--- config.mk ---
export PLATFORM = sky130hd
export DESIGN_NAME = inst_mem_loader
export DESIGN_NICKNAME = d
export VERILOG_FILES = /design/src/rtl/inst_mem_loader_pkg.sv /design/src/rtl/inst_mem_loader_word_assembler.sv /design/src/rtl/inst_mem_loader.sv
export SDC_FILE = /design/constraint.sdc
export NUM_CORES = 1
export LEC_CHECK = 0
export BUFFER_PORTS_ARGS = -buffer_cell sky130_fd_sc_hd__clkbuf_2
export CAP_MARGIN = 10
export CORE_MARGIN = 5
export CORE_UTILIZATION = 58
export CTS_BUF_LIST = sky130_fd_sc_hd__clkbuf_8
export CTS_CLUSTER_DIAMETER = 60
export DETAILED_ROUTE_END_ITERATION = 8
export PLACE_DENSITY = 0.82
export SETUP_SLACK_MARGIN = 0.4
export SLEW_MARGIN = 20
export SYNTH_ARGS = -nofsm -noshare
export SYNTH_HDL_FRONTEND = slang
export SYNTH_HIERARCHICAL = 1
export SYNTH_SLANG_ARGS = --single-unit
--- constraint.sdc ---
create_clock -name clock -period 2.5 [get_ports clock]
set_input_delay 0.375 -clock clock [delete_from_list [all_inputs] [get_ports clock]]
set_output_delay 0.375 -clock clock [all_outputs]
set_load 0.01 [all_outputs]
--- src/rtl/inst_mem_loader_pkg.sv ---
// Shared types and constants for the instruction-memory loader.
package inst_loader_pkg;

  typedef enum logic [2:0] {
    IDLE,
    LEN_HI,
    LEN_LO,
    BYTES,
    WRITE,
    DONE,
    ERR
  } state_t;

  localparam int unsigned BYTES_PER_WORD = 4;
  localparam int unsigned HDR_BYTES      = 2;

endpackage

--- src/rtl/inst_mem_loader_word_assembler.sv ---
// Packs a big-endian byte stream into 32-bit words.
module word_assembler
  import inst_loader_pkg::*;
(
  input  logic        clock,
  input  logic        reset,
  input  logic        clear,
  input  logic        shift_en,
  input  logic [7:0]  byte_in,
  output logic [31:0] word_out,
  output logic        word_full
);

  logic [1:0] byte_cnt;

  always_ff @(posedge clock) begin
    if (reset || clear) begin
      word_out <= '0;
      byte_cnt <= '0;
    end else if (shift_en) begin
      word_out <= {word_out[23:0], byte_in};
      byte_cnt <= byte_cnt + 2'd1;
    end
  end

  // High while three bytes are held: the next shift completes the word.
  assign word_full = (byte_cnt == 2'(BYTES_PER_WORD - 1));

endmodule

--- src/rtl/inst_mem_loader.sv ---
// Loads a length-prefixed byte image into instruction memory, holding the CPU in reset meanwhile.
module inst_mem_loader
  import inst_loader_pkg::*;
#(
  parameter int unsigned ADDR_WIDTH = 8,
  parameter int unsigned LEN_WIDTH  = 16
) (
  input  logic                  clock,
  input  logic                  reset,
  input  logic                  load_start,
  input  logic [7:0]            byte_data,
  input  logic                  byte_valid,
  output logic                  byte_ready,
  output logic                  imem_we,
  output logic [ADDR_WIDTH-1:0] imem_addr,
  output logic [31:0]           imem_wdata,
  output logic                  cpu_reset,
  output logic                  busy,
  output logic                  done,
  output logic                  error
);

  localparam logic [LEN_WIDTH:0] DEPTH = (LEN_WIDTH + 1)'(1) << ADDR_WIDTH;

  state_t                  state;
  logic [7:0]              len_hi;
  logic [LEN_WIDTH-1:0]    count;
  logic [LEN_WIDTH-1:0]    hdr;
  logic [LEN_WIDTH-1:0]    idx_next;
  logic [ADDR_WIDTH-1:0]   word_idx;
  logic                    xfer;
  logic                    word_full;

  assign byte_ready = (state == LEN_HI) || (state == LEN_LO) || (state == BYTES);
  assign xfer       = byte_valid && byte_ready;
  assign hdr        = LEN_WIDTH'({len_hi, byte_data});
  assign idx_next   = LEN_WIDTH'(word_idx) + LEN_WIDTH'(1);

  // The shift register is the write-data flop: it holds the full word during WRITE.
  word_assembler u_asm (
    .clock    (clock),
    .reset    (reset),
    .clear    (state == LEN_LO),
    .shift_en (xfer && (state == BYTES)),
    .byte_in  (byte_data),
    .word_out (imem_wdata),
    .word_full(word_full)
  );

  always_ff @(posedge clock) begin
    if (reset) begin
      state     <= IDLE;
      len_hi    <= '0;
      count     <= '0;
      word_idx  <= '0;
      imem_we   <= 1'b0;
      imem_addr <= '0;
      cpu_reset <= 1'b1;
      busy      <= 1'b0;
      done      <= 1'b0;
      error     <= 1'b0;
    end else begin
      imem_we <= 1'b0;
      done    <= 1'b0;
      case (state)
        IDLE, ERR: begin
          if (load_start) begin
            state     <= LEN_HI;
            cpu_reset <= 1'b1;
            error     <= 1'b0;
            busy      <= 1'b1;
          end
        end
        LEN_HI: begin
          if (xfer) begin
            len_hi <= byte_data;
            state  <= LEN_LO;
          end
        end
        LEN_LO: begin
          if (xfer) begin
            count    <= hdr;
            word_idx <= '0;
            if (hdr == '0) begin
              state     <= DONE;
              done      <= 1'b1;
              cpu_reset <= 1'b0;
              busy      <= 1'b0;
            end else if ({1'b0, hdr} > DEPTH) begin
              state <= ERR;
              error <= 1'b1;
              busy  <= 1'b0;
            end else begin
              state <= BYTES;
            end
          end
        end
        BYTES: begin
          if (xfer && word_full) begin
            state     <= WRITE;
            imem_we   <= 1'b1;
            imem_addr <= word_idx;
          end
        end
        WRITE: begin
          word_idx <= word_idx + ADDR_WIDTH'(1);
          if (idx_next == count) begin
            state     <= DONE;
            done      <= 1'b1;
            cpu_reset <= 1'b0;
            busy      <= 1'b0;
          end else begin
            state <= BYTES;
          end
        end
        DONE:    state <= IDLE;
        default: state <= IDLE;
      endcase
    end
  end

endmodule

==> metrics.md <==
| Metric | Value |
|---|---|
| Clock skew | approximately 11 ps |
| Worst ir drop on vdd | 525 µV |
| CP max FO | 8 |
| Fillers | 504 |
| CP required | 2750 ps |
| Leak | 1.60 nW |
| Ant diodes | 0 |
| Post-synth ARST share | 0% |
| Cell area after synthesis | 3600 µm² |
| Rows | 28 |
| R2R Setup Slk | 550 ps |
| Cts hold-fix bufs | 0 |
| Synth Warn # | 6 |
| Logic pwr share | 24.2% |
| Sequential share of the synthesized area | a little under half |
| Routed length per placed instance | 14.8 µm |
| H-tree depth | 3 |
| DR vias/cell | approximately 5.6 |
| Hpwl dp | 5630 µm |
| Min Tclk post-route | roughly 2000 ps |
| Clock power frac | a little under 30% |
| Drt total wl | 7920 µm |
| Commonest non-fill, non-tap cell in the layout | dfxtp_1 |
| Syn Nets | 419 |
| NetSw | 1.10 mW |
| First-pass GRT wire length | 13300 µm |
| Fmax achieved | 512 MHz |
| CTS Root Cell | clkbuf_8 |
| Critical Path AT | approximately 2200 ps |
| Starting Density | 60.1% |
| Area grow syn2layout | 12.9% |
| Via count | 2999 |
| Top_reg_cell synth | dfxtp_1 |
| CP Class | reg -> reg |
| GR Overflow Total | 0 |
| I/O pin count | 58 |
| Critical path startpoint category | flip-flop |
| WHS | a little under 300 ps |
| Avg Synthesized Cell Area | 8.89 µm² |
| Layout cells sized above 1 | 20.7% |
| Nets | 468 |
| Mapped Cells | between 400 and 500 |
| # setup viols final | 0 |
| Core area | 5990 µm² |
| Status | finished clean |
| Chip width | 88.8 µm |
| Fin Setup TNS | 0 ps |
| Detailed Route Iter0 Violations | between 150 and 200 |
| EDFF count, synth | 0 |
| CTS tree | done |
| Initial DRT Pass Iterations | 4 |
| Placed Instance Area | roughly 3900 µm² |
| Worst-margin pin slew | 568 ps |
| Net Sw Frac | 33.7% |
| #FFs+latches synth | 82 |
| Die area | between 7000 and 8000 µm² |
| Setup Buffers After CTS | 0 |
| IO buf count | 57 |
| Clk buf depth | 2 |
| Final Max Slew Viols | 0 |
| Number of non-filler instances in the completed layout | 534 |
| Die Y | 88.8 µm |
| Cts bufs inserted | 9 |
| Hold Crit Depth | 3 |
| R2r worst-path depth | 6 |
| Max-cap violation count | 0 |
| Final hold violations | 0 |
| Commonest cells after routing, fill and taps aside | 78 x dfxtp_1, 60 x nor2_1, 59 x nand2_1, 57 x clkbuf_2, 43 x mux2i_1 |
| RSZ-0062 raised after global routing | no |
| ANT nets after route | 0 |
| Design Area, Final | around 4000 µm² |
| DRC | 0 |
| Synth cell types | 53 |
| Min-Delay Path Class | in -> reg |
| Sequential Power Share | 46.1% |
| Post-layout utilization of the core | 67.8% |
| Placed insts | 518 |
| CP Capture Type | flip-flop |
| Internal power | 2.17 mW |
| Clk_lat worst skew | 350 ps |
| Reg clk slew, reported paths | 90 ps |
| Max_slew headroom | 62.0% |
| Clk sinks | 82 |
| Initial antenna violation count | 0 |
| Vias in the first global route | 2962 |
| Final worst path period share | about four fifths |
| Tot GR Track Use | 21.5% |
| Largest net degree at the start of global routing | 35 |
| Power per cell area | 803 nW/µm² |
| GP Congestion | 0.869 |
metrics by stage:
| stage | power, mW | setup WS [ps] |
|---|---|---|
| 3_3_place_gp | 2.27 | 448 |
| 4_1_cts | 3.27 | 421 |
| 6_report | 3.26 | 549 |
| 5_1_grt | 3.44 | 402 |
| 2_1_floorplan | 2.14 | 608 |
| 3_5_place_dp | 2.30 | 378 |
critical path, cell delays in order, from the launching register on:
cell,delay [ps]
dfxtp_1,520
nand4_1,230
or3_1,360
and2_1,190
o31ai_4,220
nand3_2,150
o311a_1,170
cell type report:
class / instances / area [µm²] / share of cell area, %
clock buffers: 9 / 124 / 3.05
clock inverters: 7 / 77.6 / 1.91
inverters: 5 / 18.8 / 0.462
multi-input cells: 294 / 1770 / 43.5
flip-flops and latches: 82 / 1650 / 40.5
well taps: 75 / 93.8 / 2.31
repair buffers: 62 / 335 / 8.25
cells by family (layout without fill, tap and decap cells):
family                     after synthesis  in the layout  synth area share (%)
AOI/OAI and AO/OA                       72             72                  12.4
xor gates and xnor gates                10             10                  2.43
adders and majority gates                2              2                 0.695
buffers and inverters                   29             83                  5.42
DFF                                     82             82                  45.6
muxes                                   43             43                  12.0
and+or+nand+nor                        167            167                  21.5
layer usage:
layer	track usage, %	vias to the layer above	routed length [µm]
met1	26.7	1418	3530
li1	-	1490	-
met4	8.24	0	142
met3	5.59	13	440
met5	0	-	0
met2	35.8	78	3810
flip-flops by register name (all words and copies together), names as in the netlist:
signal          cells
u_asm/word_out     32
count              16
imem_addr           8
len_hi              8
word_idx            8
state               3
u_asm/byte_cnt      2
busy                1
cpu_reset           1
done                1
error               1
imem_we             1
final timing paths:
path	endpoint	from
setup / recovery	busy	word_idx[3]
hold / removal	len_hi[2]	byte_data[2]
setup reg to reg	busy	word_idx[3]
hold reg to reg	count[14]	count[14]
power groups by stage:
stage / clock network [mW] / registers [mW] / logic, mW
2_1_floorplan: 0 / 1.48 / 0.667
3_3_place_gp: 0 / 1.52 / 0.752
3_5_place_dp: 0 / 1.53 / 0.770
4_1_cts: 0.990 / 1.50 / 0.780
5_1_grt: 1.06 / 1.52 / 0.864
6_report: 0.969 / 1.51 / 0.788
cells in the mapped netlist (2+ instances only):
cell      instances  share of area [%]
buf_6             5                1.6
nand2b_1          9                1.6
xor2_1            5                1.2
buf_2             3               0.42
o21ai_0          13                1.8
buf_4             3               0.63
dfxtp_1          82                 46
a21oi_1          39                5.4
nand2_1          59                6.2
mux2i_1          43                 12
a21o_1            2               0.42
ha_1              2               0.70
nor3_1            6               0.83
nor2_1           60                6.3
inv_2             2               0.21
nand4_1           4               0.70
nor4_1            5               0.87
or3_1             4               0.70
inv_1             3               0.31
nor2_2            2               0.35
nand3_1           5               0.70
buf_8             3                1.3
xnor2_1           5                1.2
clkbuf_1         10                1.0
a21oi_2           2               0.49
a31oi_1           2               0.35
repair_timing:
action,in CTS,in global routing
pin swaps,0,1
cloned,0,0
resized for setup,1,3
setup endpoints to repair,2,57
Power figures use the tool's default switching activity.
